`src/rtl/store_buffered_dmem_pkg.sv`:
```
// Shared types and default sizes for the store-buffered data memory.
// Entry layout, drain FSM states and default N/AW/DEPTH/WLAT.
package dmem_pkg;

  localparam int DEF_N     = 64;
  localparam int DEF_AW    = 6;
  localparam int DEF_DEPTH = 4;
  localparam int DEF_WLAT  = 2;

  typedef struct packed {
    logic [DEF_AW-1:0] idx;
    logic [DEF_N-1:0]  data;
  } sb_entry_t;

  typedef enum logic {
    IDLE,
    DRAIN
  } drain_state_t;

endpackage

```
`src/rtl/store_buffered_dmem_if.sv`:
```
// DM_* port between the MEM stage (master) and the data memory (slave).
// Carries addr/data/enables, combinational read data and buffer status.
interface store_buffered_dmem_if
  import dmem_pkg::*;
#(
  parameter int N = DEF_N
);

  logic [N-1:0] DM_addr;
  logic [N-1:0] DM_writeData;
  logic         DM_writeEnable;
  logic         DM_readEnable;
  logic [N-1:0] DM_readData;
  logic         sb_empty;
  logic         sb_full;
  logic         sb_overflow;

  modport master (
    output DM_addr,
    output DM_writeData,
    output DM_writeEnable,
    output DM_readEnable,
    input  DM_readData,
    input  sb_empty,
    input  sb_full,
    input  sb_overflow
  );

  modport slave (
    input  DM_addr,
    input  DM_writeData,
    input  DM_writeEnable,
    input  DM_readEnable,
    output DM_readData,
    output sb_empty,
    output sb_full,
    output sb_overflow
  );

endinterface

```
`src/rtl/store_buffered_dmem_sb_fifo.sv`:
```
// Store buffer FIFO: push/pop, head entry, youngest-match lookup.
// Ports: clk, reset, push/push_entry, pop, head, empty, full, occ, look_*.
module sb_fifo
  import dmem_pkg::*;
#(
  parameter int DEPTH = DEF_DEPTH
) (
  input  logic              clk,
  input  logic              reset,
  input  logic              push,
  input  sb_entry_t         push_entry,
  input  logic              pop,
  output sb_entry_t         head,
  output logic              empty,
  output logic              full,
  output logic [$clog2(DEPTH):0] occ,
  input  logic [DEF_AW-1:0] look_idx,
  output logic              hit,
  output logic [DEF_N-1:0]  hit_data
);

  localparam int PW = $clog2(DEPTH);

  sb_entry_t     ent [DEPTH];
  logic [PW-1:0] hd;
  logic [PW-1:0] tl;
  logic [PW-1:0] slot;

  always_ff @(posedge clk or posedge reset) begin
    if (reset) begin
      hd  <= '0;
      tl  <= '0;
      occ <= '0;
    end else begin
      if (push) tl <= tl + PW'(1);
      if (pop) hd <= hd + PW'(1);
      occ <= occ + (PW+1)'(push)
                 - (PW+1)'(pop);
    end
  end

  always_ff @(posedge clk) begin
    if (push) ent[tl] <= push_entry;
  end

  assign head  = ent[hd];
  assign empty = (occ == '0);
  assign full  = (occ == (PW+1)'(DEPTH));

  // Walk oldest to youngest so the last hit wins.
  always_comb begin
    hit      = 1'b0;
    hit_data = '0;
    slot     = '0;
    for (int k = 0; k < DEPTH; k++) begin
      slot = hd + PW'(k);
      if (((PW+1)'(k) < occ) &&
          (ent[slot].idx == look_idx)) begin
        hit      = 1'b1;
        hit_data = ent[slot].data;
      end
    end
  end

endmodule

```
`src/rtl/store_buffered_dmem.sv`:
```
// Data memory with a FIFO store buffer drained at WLAT cycles per entry.
// Ports: clk, reset, dm (slave side of the DM_* interface).
module store_buffered_dmem
  import dmem_pkg::*;
#(
  parameter int N     = DEF_N,
  parameter int AW    = DEF_AW,
  parameter int DEPTH = DEF_DEPTH,
  parameter int WLAT  = DEF_WLAT
) (
  input logic                 clk,
  input logic                 reset,
  store_buffered_dmem_if.slave dm
);

  localparam int CW = (WLAT > 1) ? $clog2(WLAT) : 1;
  localparam int PW = $clog2(DEPTH);

  logic [N-1:0]  mem [2**AW];

  drain_state_t  state;
  drain_state_t  state_n;
  logic [CW-1:0] cnt;
  logic [CW-1:0] cnt_n;
  logic          ovf;

  logic [AW-1:0] idx;
  sb_entry_t     push_entry;
  sb_entry_t     head;
  logic          empty;
  logic          full;
  logic [PW:0]   occ;
  logic          hit;
  logic [N-1:0]  hit_data;

  logic          tick;
  logic          last;
  logic          pop;
  logic          push;
  logic          more;
  logic          unused;

  assign idx = dm.DM_addr[AW+2:3];
  assign unused = ^{dm.DM_addr[N-1:AW+3],
                    dm.DM_addr[2:0]};

  assign push_entry.idx  = idx;
  assign push_entry.data = dm.DM_writeData;

  sb_fifo #(
    .DEPTH(DEPTH)
  ) u_fifo (
    .clk       (clk),
    .reset     (reset),
    .push      (push),
    .push_entry(push_entry),
    .pop       (pop),
    .head      (head),
    .empty     (empty),
    .full      (full),
    .occ       (occ),
    .look_idx  (idx),
    .hit       (hit),
    .hit_data  (hit_data)
  );

  // A pending head starts using the port in the
  // first cycle it is buffered, even from IDLE.
  assign tick = !dm.DM_readEnable &&
                ((state == DRAIN) || !empty);
  assign last = (cnt == CW'(WLAT-1));
  assign pop  = tick && last;
  assign push = dm.DM_writeEnable &&
                (!full || pop);
  assign more = push || (occ > (PW+1)'(1));

  always_comb begin
    state_n = state;
    cnt_n   = cnt;
    if (pop) cnt_n = '0;
    else if (tick) cnt_n = cnt + CW'(1);
    unique case (state)
      IDLE: begin
        if (!empty)
          state_n = (pop && !more) ? IDLE : DRAIN;
      end
      DRAIN: begin
        if (pop && !more) state_n = IDLE;
      end
      default: state_n = IDLE;
    endcase
  end

  always_ff @(posedge clk or posedge reset) begin
    if (reset) begin
      state <= IDLE;
      cnt   <= '0;
      ovf   <= 1'b0;
    end else begin
      state <= state_n;
      cnt   <= cnt_n;
      if (dm.DM_writeEnable && !push)
        ovf <= 1'b1;
    end
  end

  always_ff @(posedge clk) begin
    if (pop) mem[head.idx] <= head.data;
  end

  assign dm.DM_readData = hit ? hit_data : mem[idx];
  assign dm.sb_empty    = empty;
  assign dm.sb_full     = full;
  assign dm.sb_overflow = ovf;

endmodule

```
`src/flat_wrapper.sv`:
```
// flat-port wrapper written by rule: the top's interface ports become plain ports
module store_buffered_dmem_flat import dmem_pkg::*;
#(
  parameter int N     = DEF_N,
  parameter int AW    = DEF_AW,
  parameter int DEPTH = DEF_DEPTH,
  parameter int WLAT  = DEF_WLAT
)
  (clk, reset, dm_DM_addr, dm_DM_writeData, dm_DM_writeEnable, dm_DM_readEnable, dm_DM_readData, dm_sb_empty, dm_sb_full, dm_sb_overflow);
  store_buffered_dmem_if #(.N(N)) dm_i ();
  input logic clk;
  input logic reset;
  input wire logic [$bits(dm_i.DM_addr)-1:0] dm_DM_addr;
  input wire logic [$bits(dm_i.DM_writeData)-1:0] dm_DM_writeData;
  input wire logic [$bits(dm_i.DM_writeEnable)-1:0] dm_DM_writeEnable;
  input wire logic [$bits(dm_i.DM_readEnable)-1:0] dm_DM_readEnable;
  output wire logic [$bits(dm_i.DM_readData)-1:0] dm_DM_readData;
  output wire logic [$bits(dm_i.sb_empty)-1:0] dm_sb_empty;
  output wire logic [$bits(dm_i.sb_full)-1:0] dm_sb_full;
  output wire logic [$bits(dm_i.sb_overflow)-1:0] dm_sb_overflow;
  assign dm_i.DM_addr = dm_DM_addr;
  assign dm_i.DM_writeData = dm_DM_writeData;
  assign dm_i.DM_writeEnable = dm_DM_writeEnable;
  assign dm_i.DM_readEnable = dm_DM_readEnable;
  assign dm_DM_readData = dm_i.DM_readData;
  assign dm_sb_empty = dm_i.sb_empty;
  assign dm_sb_full = dm_i.sb_full;
  assign dm_sb_overflow = dm_i.sb_overflow;
  store_buffered_dmem #(.N(N), .AW(AW), .DEPTH(DEPTH), .WLAT(WLAT)) u_core (.clk(clk), .reset(reset), .dm(dm_i));
endmodule
```
`config.mk`:
```
export PLATFORM = sky130hd
export DESIGN_NAME = store_buffered_dmem_flat
export DESIGN_NICKNAME = d
export VERILOG_FILES = /design/src/rtl/store_buffered_dmem_pkg.sv /design/src/rtl/store_buffered_dmem_if.sv /design/src/rtl/store_buffered_dmem_sb_fifo.sv /design/src/rtl/store_buffered_dmem.sv /design/src/flat_wrapper.sv
export SDC_FILE = /design/constraint.sdc
export NUM_CORES = 2
export LEC_CHECK = 0
export CORE_UTILIZATION = 25
export CTS_BUF_LIST = sky130_fd_sc_hd__clkbuf_16
export DETAILED_ROUTE_END_ITERATION = 7
export GPL_ROUTABILITY_DRIVEN = 1
export PLACE_DENSITY = 0.5
export SLEW_MARGIN = 20
export SYNTH_ARGS = -nofsm -noshare
export SYNTH_HDL_FRONTEND = slang
export SYNTH_HIERARCHICAL = 1
export SYNTH_MEMORY_MAX_BITS = 65536
export SYNTH_SLANG_ARGS = --single-unit
```
`constraint.sdc`:
```
create_clock -name clk -period 11.92 [get_ports clk]
set_input_delay 1.192 -clock clk [delete_from_list [all_inputs] [get_ports clk]]
set_output_delay 1.192 -clock clk [all_outputs]
set_load 0.005 [all_outputs]
```
Word level (Yosys, flattened, before mapping)
Memory sizes are Yosys's and may differ from the RTL's.
Index checks and enable logic that the tools add are counted.
Storage, ports and cells
  register bits after elaboration: 10
  memory bits (writable): 4376
  bits of input ports: 132
  output and inout bits: 67
  logic and storage cells: 63
  memories: 2
Cells by class
  add/subtract/negate cells: 7
  magnitude comparators: 5
  eq/ne operators: 5
  multiplexer cells: 18
  bitwise gates (word level): 1
  reduce and logical (&&, ||, !) cells: 19
Memory list
  u_core.mem: depth 64, bits a word 64, rd ports 1, clocked after Yosys merged registers in 0, write ports 1, RTL line store_buffered_dmem.sv:19  | logic [N-1:0] mem [2**AW];
  u_core.u_fifo.ent: depth 4, bits a word 70, rd ports 4, clocked after Yosys merged registers in 0, write ports 1, RTL line store_buffered_dmem_sb_fifo.sv:24  | sb_entry_t ent [DEPTH];
Operators by type and width (count)
  64-bit two-way mux: 5
  6-bit equality test: 4
  1-bit two-way mux: 12
  1-bit logical AND: 9
  1-bit by 3-bit < comparator with 1-bit output (first input constant): 2
  2-bit by 3-bit < comparator with 1-bit output (first input constant): 2
  1-bit logical NOT: 5
  2-bit by 1-bit adder with 2-bit output (second input constant): 2
  2-bit adder (second input constant): 2
  3-bit by 1-bit adder with 3-bit output: 1
  3-bit equality test (second input constant): 1
  3-bit by 1-bit > comparator with 1-bit output (second input constant): 1
  3-bit logical NOT: 1
  1-bit logical OR: 3
  3-bit by 1-bit subtractor with 3-bit output: 1
  1-bit one-hot mux with 2 select lines: 1
  2-bit nonzero test: 1
  1-bit adder (second input constant): 1
  1-bit inverter: 1

Depth between registers and ports, before layout
  depth after elaboration: 13
  depth in mapped cells: 18
  mapped depth without buffers: 12

Cells and area by module
Netlist, hierarchy kept.
By module, submodules not included
  store_buffered_dmem: instances 1, cells an instance 7330, area each 157527.3 µm², sequential area each 123073.0 µm²
  sb_fifo: instances 1, cells an instance 1518, area each 17621.9 µm², sequential area each 8583.2 µm²

Worst setup path after synthesis
Ideal clock, no wire load.
  path type: register to output
  start: register u_core.u_fifo.hd[0]
  end: output dm_DM_readData[57]
  data arrival time: 4.628 ns
  required time: 10.728 ns
  path slack: 6.100 ns
  cell stages (with the launch flop): 14
  buffers on the path: 4
  path through: dfrtp_1 -> buf_4 -> buf_2 -> inv_2 -> buf_2 -> clkbuf_1 -> mux2i_1 -> nand3_1 -> a32oi_1 -> and2_1 -> a221oi_1 -> and4bb_2 -> a31oi_1 -> a221o_1
RTL lines
  from (decl): RTL line store_buffered_dmem_sb_fifo.sv:25  | logic [PW-1:0] hd;
  from (signal assigned): RTL line store_buffered_dmem_sb_fifo.sv:36  | if (pop) hd <= hd + PW'(1);
  to (decl): RTL line flat_wrapper.sv:17  | output wire logic [$bits(dm_i.DM_readData)-1:0] dm_DM_readData;

Final worst setup path
  start: register u_core.u_fifo.hd[0]
  end: output dm_DM_readData[38]
On the way
  cells in the longest elaborated chain, start to end: 8
  elaborated cells between the ends (all ways): 21
  those cells by class: add/sub (3); eq/ne (4); mux (9); reduce/logical (4); memory (1)
RTL lines
  2-bit by 1-bit adder with 2-bit output or memory read 4 x 70 bit (tied branches)
  memory read 4 x 70 bit *
  6-bit equality test or 1-bit logical AND (tied branches): RTL line store_buffered_dmem_sb_fifo.sv:58, store_buffered_dmem_sb_fifo.sv:57
  1-bit logical AND or 64-bit two-way mux (tied branches): RTL line store_buffered_dmem_sb_fifo.sv:57  | if (((PW+1)'(k) < occ) &&
  64-bit two-way mux (2 in series): RTL line store_buffered_dmem_sb_fifo.sv:57
  64-bit two-way mux *: RTL line store_buffered_dmem_sb_fifo.sv:57
  via u_core.hit_data[38]: RTL line store_buffered_dmem.sv:34  | logic [N-1:0] hit_data;
  64-bit two-way mux *: RTL line store_buffered_dmem.sv:111  | assign dm.DM_readData = hit ? hit_data : mem[idx];
The timed path passes the listed nets; every way through them passes the cells marked *.

==> impl_metrics.prom <==
# TYPE chip_impl_metric gauge
chip_impl_info{name="run_status",value="finished clean"} 1
chip_impl_metric{name="initial_utilization",unit=""} 0.251
chip_impl_metric{name="ys_ff_latch",unit=""} 4386
chip_impl_metric{name="grt_overflow_total",unit=""} 0
chip_impl_metric{name="ys_seq_area_frac",unit=""} 0.752
chip_impl_metric{name="core_rows",unit=""} 307
chip_impl_info{name="synth_top_cell_by_area",value="sky130_fd_sc_hd__edfxtp_1"} 1
chip_impl_metric{name="ctsHtreeMaxLevel",unit=""} 5
chip_impl_metric{name="cts_buffers",unit=""} 457
chip_impl_metric{name="finalMaxSlewViolations",unit=""} 0
chip_impl_metric{name="drt_iter0_markers",unit=""} 9042
chip_impl_metric{name="hold_slack",unit="ns"} 0.469
chip_impl_info{name="synth_area_leaders",value="sky130_fd_sc_hd__edfxtp_1 75%, sky130_fd_sc_hd__mux4_2 8.5%, sky130_fd_sc_hd__mux2i_1 5.2%, sky130_fd_sc_hd__mux2_2 1.9%, sky130_fd_sc_hd__a22oi_1 0.83%"} 1
chip_impl_metric{name="fin_crit_sh",unit=""} 0.805
chip_impl_metric{name="layout_setup_ws",unit="ns"} 2.33
chip_impl_metric{name="finalWorstPathRequiredPeriod",unit="ns"} 9.59
chip_impl_metric{name="combined_area_of_all_synthesized_cells",unit="sq um"} 175000
chip_impl_metric{name="drc_errors_left",unit=""} 0
chip_impl_metric{name="core_area",unit="sq um"} 698000
chip_impl_metric{name="cap_viol_max_count",unit=""} 0
chip_impl_metric{name="cellPowerDensity",unit="nW/um^2"} 208
chip_impl_metric{name="worst_ep_required_time",unit="ns"} 10.73
chip_impl_metric{name="final_layout_size_suffix_gt1_frac",unit=""} 0.216
chip_impl_metric{name="dp_hpwl",unit="mm"} 275
chip_impl_metric{name="relSlewSlack",unit=""} 0.218
chip_impl_info{name="hp-class",value="primary input to async pin"} 1
chip_impl_metric{name="place_congestion",unit=""} 0.718
chip_impl_info{name="crit_path_end_kind",value="output port"} 1
chip_impl_metric{name="syn-num-nets",unit=""} 8989
chip_impl_metric{name="power.static_leakage",unit="uW"} 0.0631
chip_impl_metric{name="preCtsSetupSlack",unit="ns"} 2.78
chip_impl_metric{name="layout.nets",unit=""} 9294
chip_impl_info{name="synth_top_cells_by_count",value="4,376 x sky130_fd_sc_hd__edfxtp_1, 904 x sky130_fd_sc_hd__mux2i_1, 658 x sky130_fd_sc_hd__mux4_2"} 1
chip_impl_metric{name="syn2layout_area_growth",unit="%"} 16.2
chip_impl_metric{name="setup-tns-final",unit="ns"} 0
chip_impl_metric{name="vdd_drop_max",unit="V"} 0.000162
chip_impl_metric{name="synth_edf_count",unit=""} 4376
chip_impl_info{name="cts_tree",value="yes"} 1
chip_impl_metric{name="post_synth.cell_area_avg",unit="sq um"} 19.8
chip_impl_metric{name="postSynth.asyncResetShare",unit=""} 0.00228
chip_impl_metric{name="fin_worst_skew",unit="ns"} 0.0530
chip_impl_metric{name="worstPathArrival",unit="ns"} 8.40
chip_impl_metric{name="insertion_delay",unit="ns"} 1.01
chip_impl_metric{name="synth_top_area_share",unit=""} 0.750
chip_impl_metric{name="vias_post_dr",unit=""} 89700
chip_impl_metric{name="final_hold_viol_count",unit=""} 0
chip_impl_metric{name="postSynthCellCount",unit=""} 8848
chip_impl_metric{name="unique_cell_type_count_in_the_yosys_netlist",unit=""} 69
chip_impl_info{name="crit_family",value="compound AO/OA/AOI/OAI gates"} 1
chip_impl_metric{name="yosysWarnings",unit=""} 6
chip_impl_metric{name="drt_wl_total",unit="mm"} 503
chip_impl_metric{name="antenna_found_initial",unit=""} 67
chip_impl_metric{name="floorplan.io_pins",unit=""} 199
chip_impl_metric{name="cts_resized",unit=""} 0
chip_impl_metric{name="timing.reg2reg.setup_slack",unit="ns"} 5.94
chip_impl_metric{name="clock_tree.buffer_depth",unit=""} 4
chip_impl_metric{name="ant_nets",unit=""} 0
chip_impl_metric{name="grtUsageTotal",unit=""} 0.138
chip_impl_metric{name="fp.dieArea",unit="sq um"} 704000
chip_impl_metric{name="setup_viol_count_final",unit=""} 0
chip_impl_info{name="cpMostUsedCell",value="sky130_fd_sc_hd__buf_4"} 1
chip_impl_metric{name="max_freq",unit="GHz"} 0.104
chip_impl_metric{name="fillerInstances",unit=""} 68500
chip_impl_metric{name="pin_count_of_the_biggest_net_entering_global_routing",unit=""} 141
chip_impl_metric{name="port-buffer-count",unit=""} 140
chip_impl_info{name="timing.setup.critical_path_class",value="flop to output port"} 1
chip_impl_metric{name="critical_path.max_stage_delay",unit="ns"} 0.91
chip_impl_metric{name="drt_pass1_iterations",unit=""} 8
chip_impl_info{name="critPathSlowestCell",value="sky130_fd_sc_hd__a31oi_1"} 1
chip_impl_metric{name="final_design_area_excluding_fillers",unit="sq um"} 203000
chip_impl_metric{name="postCtsHoldBufs",unit=""} 0
chip_impl_metric{name="chipHeight",unit="um"} 839
chip_impl_info{name="rsz0062_at_grt",value="false"} 1
chip_impl_info{name="timing.critical_path.cells",value="buf_4 > mux4_2 > xnor2_1 > o2111a_4 > o21a_2 > buf_4 > buf_4 > o22ai_1 > a32oi_1 > and2_1 > a221oi_1 > and4bb_1 > a31oi_1 > a221o_1 > clkdlybuf4s50_1"} 1
chip_impl_metric{name="die_x",unit="um"} 839
chip_impl_metric{name="wl_per_cell",unit="um"} 26.7
chip_impl_metric{name="avgViaCountPerCell",unit=""} 4.77
chip_impl_info{name="yosys_most_used_dff",value="sky130_fd_sc_hd__edfxtp_1"} 1
chip_impl_info{name="synth.most_common_cell",value="sky130_fd_sc_hd__edfxtp_1"} 1
chip_impl_metric{name="clk_pin_slew",unit="ns"} 0.06
chip_impl_metric{name="postCtsSetupBuffers",unit=""} 0
chip_impl_metric{name="grt_pass1_vias",unit=""} 91000
chip_impl_metric{name="critPathBufInv",unit=""} 4
chip_impl_metric{name="numClockSinks",unit=""} 4386
chip_impl_info{name="clock-root-buffer",value="sky130_fd_sc_hd__clkbuf_16"} 1
chip_impl_metric{name="worstPathMaxFanout",unit=""} 55
chip_impl_metric{name="grt_pass1_wl",unit="mm"} 705
chip_impl_metric{name="postPlaceCellArea",unit="sq um"} 189000
chip_impl_info{name="startpoint_type_of_the_worst_setup_path",value="flop"} 1
chip_impl_metric{name="worstMarginPinSlew",unit="ns"} 1.17
-- final timing paths --
kind                                     start               endpoint  cells past startpoint
max                        u_core/u_fifo/hd[0]     dm_DM_readData[38]                     15
min                                      reset  u_core/dm.sb_overflow                      2
max reg2reg                u_core/u_fifo/hd[1]     u_core/mem[59][49]                      8
min reg2reg                         u_core/cnt             u_core/cnt                      1
max in group asynchronous                reset    u_core/u_fifo/hd[1]                      2
min in group clk                    u_core/cnt             u_core/cnt                      1
-- stage by stage --
stage                util  std cells  power, uW
CTS                 0.291      18800      42800
global route        0.291      18800      43800
finish              0.291      18800      42300
detailed placement  0.271      18000      29100
global placement    0.271      18000      28900
floorplan               -       8848      25500
-- power by group --
| group | switching [uW] | total (uW) | internal (uW) |
|---|---|---|---|
| combinational | 5950 | 7890 | 1940 |
| clock | 5990 | 13800 | 7770 |
| sequential | 228 | 20700 | 20500 |
-- per-layer routing --
layer / vias up / share of wire / track usage
li1: 37800 / - / -
met4: 0 / 0.030 / 0.0391
met2: 2668 / 0.51 / 0.242
met1: 48500 / 0.42 / 0.181
met5: - / 0 / 0
met3: 746 / 0.044 / 0.0127
-- cell families (layout without fill, tap and decap cells) --
group / Yosys count / in the layout / synth area share
multiplexers: 1885 / 1885 / 0.157
buffers and inverters: 604 / 1291 / 0.0174
flip-flops: 4386 / 4386 / 0.752
other: 0 / 6 / 0
AO/OA/AOI/OAI: 1164 / 1164 / 0.0486
XOR/XNOR: 30 / 30 / 0.00163
adder cells (fa/ha/maj): 9 / 9 / 0.000686
AND/OR/NAND/NOR: 770 / 770 / 0.0226
-- sequential cells by signal, indices dropped and copies added, names as in the netlist --
name and cells:
u_core/u_fifo/ent 280, u_core/cnt 1, u_core/u_fifo/occ 3, u_core/u_fifo/hd 2, u_core/mem 4096, u_core/dm.sb_overflow 1
u_core/u_fifo/tl 2, u_core/state 1
-- cell usage in the layout, fill, tap and decap left out, types with 127 or more instances in the layout --
cell type	n
sky130_fd_sc_hd__a22oi_1	193
sky130_fd_sc_hd__nand3_1	134
sky130_fd_sc_hd__edfxtp_1	4376
sky130_fd_sc_hd__nand2_1	259
sky130_fd_sc_hd__clkbuf_16	462
sky130_fd_sc_hd__a221oi_1	127
sky130_fd_sc_hd__mux4_2	658
sky130_fd_sc_hd__mux2i_1	841
sky130_fd_sc_hd__buf_4	278
sky130_fd_sc_hd__clkinv_1	134
sky130_fd_sc_hd__nor2_1	131
sky130_fd_sc_hd__a31oi_1	127
sky130_fd_sc_hd__mux2_2	294
sky130_fd_sc_hd__clkdlybuf4s50_1	136
-- final cells by class --
type | instances | area, sq um | area share
flip-flops and latches | 4386 | 132000 | 0.647
multi-input cells | 3858 | 41900 | 0.206
well taps | 9270 | 11600 | 0.0570
clock buffers | 462 | 11600 | 0.0568
repair buffers | 437 | 3910 | 0.0192
clock inverters | 379 | 2730 | 0.0134
inverters | 13 | 56.3 | 0.000277
diodes | 6 | 15.0 | 0.0000738
Power figures use the tool's default switching activity.
